## src/rtl/instr_queue.sv

```systemverilog
// instr_queue: DEPTH-entry instruction/PC FIFO with valid/ready handshakes, flush and head-field decode
module instr_queue #(
   parameter int DEPTH = 4,
   parameter int PC_W = 32,
   localparam int CNT_W = $clog2(DEPTH + 1)
) (
   input  logic             clk,
   input  logic             reset,
   input  logic             flush,
   input  logic             in_valid,
   output logic             in_ready,
   input  logic [31:0]      in_instr,
   input  logic [PC_W-1:0]  in_pc,
   output logic             out_valid,
   input  logic             out_ready,
   output logic [PC_W-1:0]  out_pc,
   output logic [5:0]       opcode,
   output logic [4:0]       rs,
   output logic [4:0]       rt,
   output logic [4:0]       rd,
   output logic [15:0]      im,
   output logic [31:0]      imm_sext,
   output logic [5:0]       funct,
   output logic [25:0]      jump_address,
   output logic [CNT_W-1:0] count
);
   localparam int AW = $clog2(DEPTH);
   logic [31:0]      instr_q [DEPTH];
   logic [PC_W-1:0]  pc_q [DEPTH];
   logic [AW-1:0]    wr_q, wr_d, rd_q, rd_d;
   logic [CNT_W-1:0] cnt_q, cnt_d;
   logic             push, pop;
   logic [31:0]      head;
   assign in_ready  = cnt_q != CNT_W'(DEPTH);
   assign out_valid = cnt_q != '0;
   assign push      = in_valid && in_ready;
   assign pop       = out_valid && out_ready;
   always_comb begin
      wr_d  = flush ? '0 : wr_q + AW'(push);
      rd_d  = flush ? '0 : rd_q + AW'(pop);
      cnt_d = flush ? '0 : cnt_q + CNT_W'(push) - CNT_W'(pop);
   end
   always_ff @(posedge clk or posedge reset) begin
      if (reset) begin
         wr_q  <= '0;
         rd_q  <= '0;
         cnt_q <= '0;
         for (int i = 0; i < DEPTH; i++) begin
            instr_q[i] <= '0;
            pc_q[i]    <= '0;
         end
      end else begin
         wr_q  <= wr_d;
         rd_q  <= rd_d;
         cnt_q <= cnt_d;
         if (push && !flush) begin
            instr_q[wr_q] <= in_instr;
            pc_q[wr_q]    <= in_pc;
         end
      end
   end
   // Gate the head with out_valid so slots left behind by pops or flushes never leak out
   assign head         = out_valid ? instr_q[rd_q] : '0;
   assign out_pc       = out_valid ? pc_q[rd_q] : '0;
   assign opcode       = head[31:26];
   assign rs           = head[25:21];
   assign rt           = head[20:16];
   assign rd           = head[15:11];
   assign im           = head[15:0];
   assign imm_sext     = {{16{head[15]}}, head[15:0]};
   assign funct        = head[5:0];
   assign jump_address = head[25:0];
   assign count        = cnt_q;
endmodule

```

## config.mk

```make
export PLATFORM = sky130hd
export DESIGN_NAME = instr_queue
export DESIGN_NICKNAME = d
export VERILOG_FILES = /design/src/rtl/instr_queue.sv
export SDC_FILE = /design/constraint.sdc
export NUM_CORES = 1
export LEC_CHECK = 0
export ABC_AREA = 1
export BUFFER_PORTS_ARGS = -buffer_cell sky130_fd_sc_hd__clkbuf_2
export CORE_MARGIN = 2
export CORE_UTILIZATION = 45
export CTS_CLUSTER_SIZE = 24
export DETAILED_ROUTE_END_ITERATION = 10
export PLACE_DENSITY = 0.66
export SLEW_MARGIN = 20
export SYNTH_ARGS = -nofsm -noshare
export SYNTH_HDL_FRONTEND = slang
export SYNTH_SLANG_ARGS = --single-unit
```

## constraint.sdc

```tcl
create_clock -name clk -period 13.96 [get_ports clk]
set_clock_uncertainty 0.15 [all_clocks]
set_input_delay 0.698 -clock clk [delete_from_list [all_inputs] [get_ports clk]]
set_output_delay 0.698 -clock clk [all_outputs]
set_load 0.01 [all_outputs]
```

==> results of run 1 <==
==> critical path, stage by stage, from the launching register on <==
cell and delay (ns):
dfrtp_4 0.77, clkinv_2 0.76, buf_4 0.61, o21ai_0 0.27
a21oi_1 0.14, clkbuf_2 0.17
==> power groups by stage <==
| stage | Sequential, mW | Clock [mW] | Combinational (mW) |
|---|---|---|---|
| 6_report | 1.32 | 0.749 | 1.57 |
| 5_1_grt | 1.36 | 0.796 | 1.78 |
| 4_1_cts | 1.31 | 0.762 | 1.58 |
| 3_5_place_dp | 1.32 | 0 | 1.57 |
| 3_3_place_gp | 1.31 | 0 | 1.55 |
| 2_1_floorplan | 1.26 | 0 | 1.25 |
==> cell type report <==
type                    count  area (µm²)
repair buffers            225        1190
clock inverters             7       42.54
clock buffers              45       895.9
well taps                 390       488.0
fillers                  2953       14680
inverters                  18       81.33
multi-input cells        1247        5747
diodes                      1       2.502
flip-flops and latches    263        6586
==> flip-flops by register name (all words and copies together), names as in the netlist <==
register / count
wr_q: 2
rd_q: 2
pc_q: 128
count: 3
instr_q: 128
==> metrics by stage <==
| step | cell area (µm²) | power [mW] | hold WS [ns] | util [%] | std cells |
|---|---|---|---|---|---|
| global placement | 14080 | 2.864 | 0.3064 | 47.40 | 2143 |
| finish | 15030 | 3.638 | 0.1031 | 50.59 | 2196 |
| floorplan | 13580 | 2.511 | 0.2942 | - | 1755 |
| detailed placement | 14080 | 2.895 | 0.3101 | 47.40 | 2143 |
| CTS | 15020 | 3.657 | 0.2057 | 50.55 | 2195 |
| global route | 15030 | 3.937 | 0.2272 | 50.59 | 2196 |
==> how the worst max path moves through the flow <==
stage	startpoint	to	slack, ns	cells past startpoint
after floorplan	reset	count[0]$_DFF_PP0_	5.87	1
after global placement	reset	rd_q[0]$_DFF_PP0_	10.20	4
after detailed placement	reset	rd_q[0]$_DFF_PP0_	10.21	4
after CTS	rd_q[0]$_DFF_PP0_	opcode[4]	9.74	5
after global routing	rd_q[0]$_DFF_PP0_	rs[1]	9.58	5
final	rd_q[0]$_DFF_PP0_	out_pc[19]	9.76	5
==> cell usage after synthesis, types with 5 or more instances <==
master,number
a21oi_1,65
buf_1,6
buf_2,104
buf_4,72
clkbuf_1,45
dfrtp_1,263
inv_1,12
inv_2,5
nand2_1,516
nand4_1,256
nor2_1,267
o21ai_0,126
==> layer usage <==
metal / GRT usage (%) / wire (µm) / vias to the layer above
li1: - / - / 5859
met1: 35.85 / 17790 / 6097
met2: 42.14 / 19320 / 511
met3: 3.856 / 2863 / 65
met4: 6.762 / 901 / 2
met5: 0 / 12 / -
==> cells by family (layout without fill, tap and decap cells) <==
group / count (synthesis) / after routing
adders and majority gates: 5 / 5
buffers and inverters: 245 / 295
and+or+nand+nor: 1045 / 1045
other: 0 / 1
xor gates and xnor gates: 2 / 2
AOI/OAI and AO/OA: 195 / 195
DFF: 263 / 263
==> cells in the final DEF (no fill, tap or decap), types with 2 or more instances in the layout <==
| master | Yosys | layout |
|---|---|---|
| a21oi_1 | 65 | 64 |
| o21ai_0 | 126 | 126 |
| o21ai_1 | 3 | 3 |
| nor2_4 | 0 | 4 |
| nor2_1 | 267 | 263 |
| clkbuf_2 | 0 | 206 |
| clkbuf_1 | 45 | 5 |
| nand2_1 | 516 | 516 |
| clkinv_2 | 1 | 6 |
| clkbuf_8 | 0 | 11 |
| inv_2 | 5 | 4 |
| nand4_4 | 0 | 4 |
| inv_6 | 0 | 2 |
| inv_1 | 12 | 11 |
| buf_4 | 72 | 17 |
| nand4_1 | 256 | 256 |
| ha_1 | 4 | 4 |
| clkbuf_16 | 0 | 29 |
| dfrtp_1 | 263 | 261 |
==> summary.md, run 1 <==
| Metric | Value |
|---|---|
| Total CTS buffers | `29` |
| Largest net degree at the start of global routing | `259` |
| Fin crit share | `30.09%` |
| Worst setup SP type | `flop` |
| Relative slew slack | `21.05%` |
| Simple-gate area share of the yosys netlist | `33.90%` |
| Worst r2r dst | `count[2]$_DFF_PP0_` |
| Post-synthesis adder-cell area fraction | `0.5159%` |
| Fin. Hold Viols | `0` |
| TNS Setup | `0 ns` |
| Max-cap violation count | `0` |
| Crit path arrival time | `3.35 ns` |
| Ys async rst share | `100.0%` |
| Row cnt | `63` |
| Sw power | `1.550 mW` |
| WL/cell | `18.62 µm` |
| Die X | `177.7 µm` |
| CTS tree | `built` |
| Syn Nets | `1829` |
| Comb pwr share | `43.2%` |
| Vias in the first global route | `11860` |
| Switching Share | `42.59%` |
| Setup Slack @ Placement | `10.21 ns` |
| Routed WL | `40890 µm` |
| Clk buf depth | `3` |
| Post-CTS Hold Fix Bufs | `0` |
| Post-synthesis mux area share | `0%` |
| R2r setup slk | `11.00 ns` |
| Setup slack after layout | `9.760 ns` |
| Clock network fraction of design power | `20.6%` |
| Achievable Freq | `0.2381 GHz` |
| Drt drc | `0` |
| DR vias/cell | `5.708` |
| Total grt overflow | `0` |
| P&R area growth vs syn | `10.70%` |
| Core ar. | `29720 µm²` |
| Req. time, crit path | `13.11 ns` |
| Register area share after synthesis | `48.46%` |
| IO Count | `207` |
| Worst-path clk slew | `0.06 ns` |
| Post-DP HPWL | `20140 µm` |
| Area fraction of the dominant cell type after synthesis | `48.46%` |
| Layout cells sized above 1 | `16.23%` |
| Post-synth EDFFs | `0` |
| Setup bufs post-CTS | `0` |
| XOR/XNOR share of the synthesized area | `0.1290%` |
| Hold Path Class | `primary input to async pin` |
| H-tree depth | `1` |
| CTS resizes | `0` |
| CTS root buf | `clkbuf_16` |
| # port buffers | `206` |
| Later-pin clock latency in the skew report | `0.54 ns` |
| Largest family of logic cells by synthesized area | `simple AND/OR/NAND/NOR gates` |
| Pwr dens | `242.0 nW/µm²` |
| Outcome | `finished clean` |
| Compound-Gate Fraction of Synth Area | `7.269%` |
| Leakage | `7.777 nW` |
| Worst r2r src | `count[0]$_DFF_PP0_` |
| Area leader, netlist | `dfrtp_1` |
| Die Area | `31580 µm²` |
| Synth Instances | `1755` |
| Drt pass-1 iters | `5` |
| Gr usage total | `25.76%` |
| Initial antenna violation count | `2` |
| Post-Syn Area | `13580 µm²` |
| Syn_area_per_cell | `7.738 µm²` |
| First-pass GRT wire length | `65320 µm` |
| Die Ht | `177.7 µm` |
| CP Capture Type | `output port` |
| Maximum VDD drop | `97.58 µV` |
| Worst Tran Pin Value | `1.184 ns` |
| CTS Sinks | `263` |
| Setup Crit Path Kind | `flop to output port` |
| Worst Path Max Fanout | `74` |
| Pint | `2.089 mW` |
| Sequential share of power | `36.2%` |
| Max Slew Vio Count | `0` |
| Cell variety after synth | `22` |
| Primary FF master, synth | `dfrtp_1` |
| RSZ-0062 raised after global routing | `false` |
| YS warnings | `0` |
| GPL Wtd Cong | `0.7510` |
| Final setup fails | `0` |
| DR iter-0 viols | `1266` |
| Nets | `1858` |
| Reg2Reg Depth | `11` |
| Fin crit period | `4.200 ns` |
| Initial cell density of the core | `45.70%` |
| DR vias | `12530` |
| Number of synthesized register bits | `263` |
| Top post-synthesis cells by area | `dfrtp_1, nand2_1, nand4_1` |
| Remaining antenna violation count | `0` |
Power figures use the tool's default switching activity.
==> run 2, diff against run 1 <==
==> constraint.sdc (replaced) <==
create_clock -name clk -period 4 [get_ports clk]
set_clock_uncertainty 0.15 [all_clocks]
set_input_delay 0.2 -clock clk [delete_from_list [all_inputs] [get_ports clk]]
set_output_delay 0.2 -clock clk [all_outputs]
set_load 0.01 [all_outputs]
==> run 2 against run 1 <==
Hold slack worse by 0.039 ns. Combinational power rose to 3.5 times the previous value. Power grew to 3.5 times the previous value. Die area stayed put. Non-clock buffer count grew 71. Design area increased by 5.3%. Routed wire length down 0.19%. First-iteration DRC count up 2.8%. Clock-buffer cell count increased by 4. Via count is 2.6% higher. Register-to-register slack got worse by 9.5 ns. Cell count grew 3.3%.
==> summary.md, run 2 (synthesis gave the netlist of run 1 again) <==
| Metric | Value |
|---|---|
| RSZ-0062 raised after global routing | `false (unchanged)` |
| Final setup fails | `0 (unchanged)` |
| Pwr dens | `811.0 nW/µm² (was 242.0 nW/µm²)` |
| Clk buf depth | `3 (unchanged)` |
| Pwr Total | `12.83 mW (was 3.638 mW)` |
| Hold Path Class | `primary input to flop (was primary input to async pin)` |
| Sequential share of power | `35.7% (was 36.2%)` |
| Pint | `7.416 mW (was 2.089 mW)` |
| Register Area | `6586 µm² (unchanged)` |
| Later-pin clock latency in the skew report | `0.55 ns (was 0.54 ns)` |
| Final design utilization | `53.24% (was 50.59%)` |
| Area occupied by multi-input gates | `5747 µm² (unchanged)` |
| Worst Tran Pin Value | `0.9898 ns (was 1.184 ns)` |
| Die Area | `31580 µm² (unchanged)` |
| TNS Setup | `0 ns (unchanged)` |
| Drt drc | `0 (unchanged)` |
| Maximum VDD drop | `428.9 µV (was 97.58 µV)` |
| Setup slack after layout | `0.9105 ns (was 9.760 ns)` |
| Post-DP HPWL | `20040 µm (was 20140 µm)` |
| Die X | `177.7 µm (unchanged)` |
| Remaining antenna violation count | `0 (unchanged)` |
| Reg2Reg Depth | `6 (was 11)` |
| Clock network fraction of design power | `21.0% (was 20.6%)` |
| First-pass GRT wire length | `66600 µm (was 65320 µm)` |
| Placed Area | `14120 µm² (was 14080 µm²)` |
| Vias in the first global route | `12200 (was 11860)` |
| Row cnt | `63 (unchanged)` |
| N_diodes | `0 (was 1)` |
| Comb pwr share | `43.4% (was 43.2%)` |
| Worst-path clk slew | `0.06 ns (about the same)` |
| Setup Slack @ Placement | `1.403 ns (was 10.21 ns)` |
| Leakage | `8.107 nW (was 7.777 nW)` |
| Fin crit period | `3.090 ns` |
| Initial antenna violation count | `1 (was 2)` |
| Die Ht | `177.7 µm (unchanged)` |
| DR iter-0 viols | `1302 (was 1266)` |
| Setup Crit Path Kind | `flop to output port (unchanged)` |
| Max Slew Vio Count | `0 (unchanged)` |
| Achievable Freq | `0.3237 GHz` |
| CTS resizes | `0 (unchanged)` |
| CTS root buf | `clkbuf_16 (unchanged)` |
| Crit path arrival time | `2.74 ns (was 3.35 ns)` |
| CTS tree | `built (unchanged)` |
| Worst setup SP type | `flop (unchanged)` |
| Sw power | `5.416 mW (was 1.550 mW)` |
| CTS Sinks | `263 (unchanged)` |
| GPL Wtd Cong | `0.7347 (was 0.7510)` |
| Total CTS buffers | `30 (was 29)` |
| P&R area growth vs syn | `16.51% (was 10.70%)` |
| Worst r2r src | `count[1]$_DFF_PP0_ (was count[0]$_DFF_PP0_)` |
| Relative slew slack | `33.88% (was 21.05%)` |
| H-tree depth | `1 (unchanged)` |
| DR vias | `12870 (was 12530)` |
| Worst Path Max Fanout | `63 (was 74)` |
| Nets | `1930 (was 1858)` |
| Setup crit end | `imm_sext[0] (was out_pc[19])` |
| Largest net degree at the start of global routing | `260 (was 259)` |
| CP Capture Type | `output port (unchanged)` |
| Total grt overflow | `0 (unchanged)` |
| R2r setup slk | `1.46 ns (was 11.00 ns)` |
| DR vias/cell | `5.673 (was 5.708)` |
| Outcome | `finished clean (unchanged)` |
| Max-cap violation count | `0 (unchanged)` |
| Final Cell Area | `15820 µm² (was 15030 µm²)` |
| Worst r2r dst | `instr_q[18]$_DFFE_PP0P_ (was count[2]$_DFF_PP0_)` |
| Fin crit share | `77.24%` |
| # port buffers | `206 (unchanged)` |
| Core ar. | `29720 µm² (unchanged)` |
| Most common cell after layout, fill and taps aside | `nand2_1 (unchanged)` |
| Gr usage total | `26.08% (was 25.76%)` |
| Req. time, crit path | `3.65 ns (was 13.11 ns)` |
| Fin. Hold Viols | `0 (unchanged)` |
| WL/cell | `18.00 µm (was 18.62 µm)` |
| Most frequent cells in the layout | `nand2_1, nor2_1, dfrtp_1 (unchanged)` |
| Layout cells sized above 1 | `15.76% (was 16.23%)` |
| Routed WL | `40820 µm (was 40890 µm)` |
| Initial cell density of the core | `45.70% (unchanged)` |
| Drt pass-1 iters | `5 (unchanged)` |
| Worst Setup SP | `count[1]$_DFF_PP0_ (was rd_q[0]$_DFF_PP0_)` |
| # fillers | `2848 (was 2953)` |
| Switching Share | `42.21% (was 42.59%)` |
| IO Count | `207 (unchanged)` |
==> run 2: changes by cell type in the layout (fill, tap and decap cells not counted) <==
| cell | previous run | this run |
|---|---|---|
| dlygate4sd3_1 | 0 | 67 |
| clkbuf_1 | 5 | 8 |
| buf_12 | 1 | 3 |
| buf_16 | 0 | 2 |
| clkbuf_16 | 29 | 31 |
| buf_4 | 17 | 18 |
| buf_6 | 1 | 0 |
| clkbuf_8 | 11 | 10 |
| clkinv_2 | 6 | 5 |
| clkinv_4 | 1 | 0 |
| clkinvlp_4 | 0 | 1 |
| diode_2 | 1 | 0 |
| inv_8 | 1 | 0 |
==> run 2: timing repair <==
action	in CTS	in global routing
hold endpoints to repair	525	0
buffers inserted	0	0
setup endpoints to repair	0	0
hold buffers	67	0
==> run 2: metrics by stage <==
step | hold WS, ns | instances
floorplan | 0.1945 | 1755
global placement | -0.04992 | 2145
detailed placement | -0.05235 | 2145
CTS | 0.06306 | 2266
global route | 0.08153 | 2268
finish | 0.06393 | 2268
==> run 2: cell type report <==
| class | count | area share [%] |
|---|---|---|
| Sequential cell | 263 | 41.63 |
| Multi-Input combinational cell | 1247 | 36.32 |
| Timing Repair Buffer | 296 | 12.34 |
| Clock inverter | 5 | 0.1819 |
| Clock buffer | 49 | 5.962 |
| Tap cell | 390 | 3.084 |
| Inverter | 18 | 0.4903 |
==> run 2: power by group through the flow <==
stage | registers, mW | clock network [mW] | logic [mW]
detailed placement | 4.59 | 0 | 5.50
finish | 4.58 | 2.69 | 5.56
global route | 4.73 | 2.85 | 6.34
floorplan | 4.40 | 0 | 4.37
CTS | 4.56 | 2.74 | 5.58
global placement | 4.56 | 0 | 5.45
==> run 2: how the worst min path moves through the flow <==
stage	from	end	slack, ns	cells after the start
floorplan	in_pc[16]	pc_q[80]$_DFFE_PP0P_	0.19	2
global placement	reset	instr_q[5]$_DFFE_PP0P_	-0.05	2
detailed placement	reset	instr_q[5]$_DFFE_PP0P_	-0.05	2
CTS	out_ready	rd_q[0]$_DFF_PP0_	0.06	6
global route	out_ready	rd_q[0]$_DFF_PP0_	0.08	6
finish	out_ready	rd_q[0]$_DFF_PP0_	0.06	6
==> run 2: metal layers <==
metal / part of all wire [%] / up-vias / track usage [%]
met5: 0.032 / - / 0
met4: 2.1 / 2 / 7.036
met3: 6.6 / 62 / 2.806
met2: 47 / 522 / 42.31
met1: 44 / 6258 / 37.21
li1: - / 6022 / -
==> run 2: critical path: stages, from the launching register on <==
cell and delay, ns:
dfrtp_1 0.45, inv_1 0.08, nand2_1 0.10, nor2_4 0.24, buf_4 0.79, a21oi_1 0.28, clkbuf_2 0.22
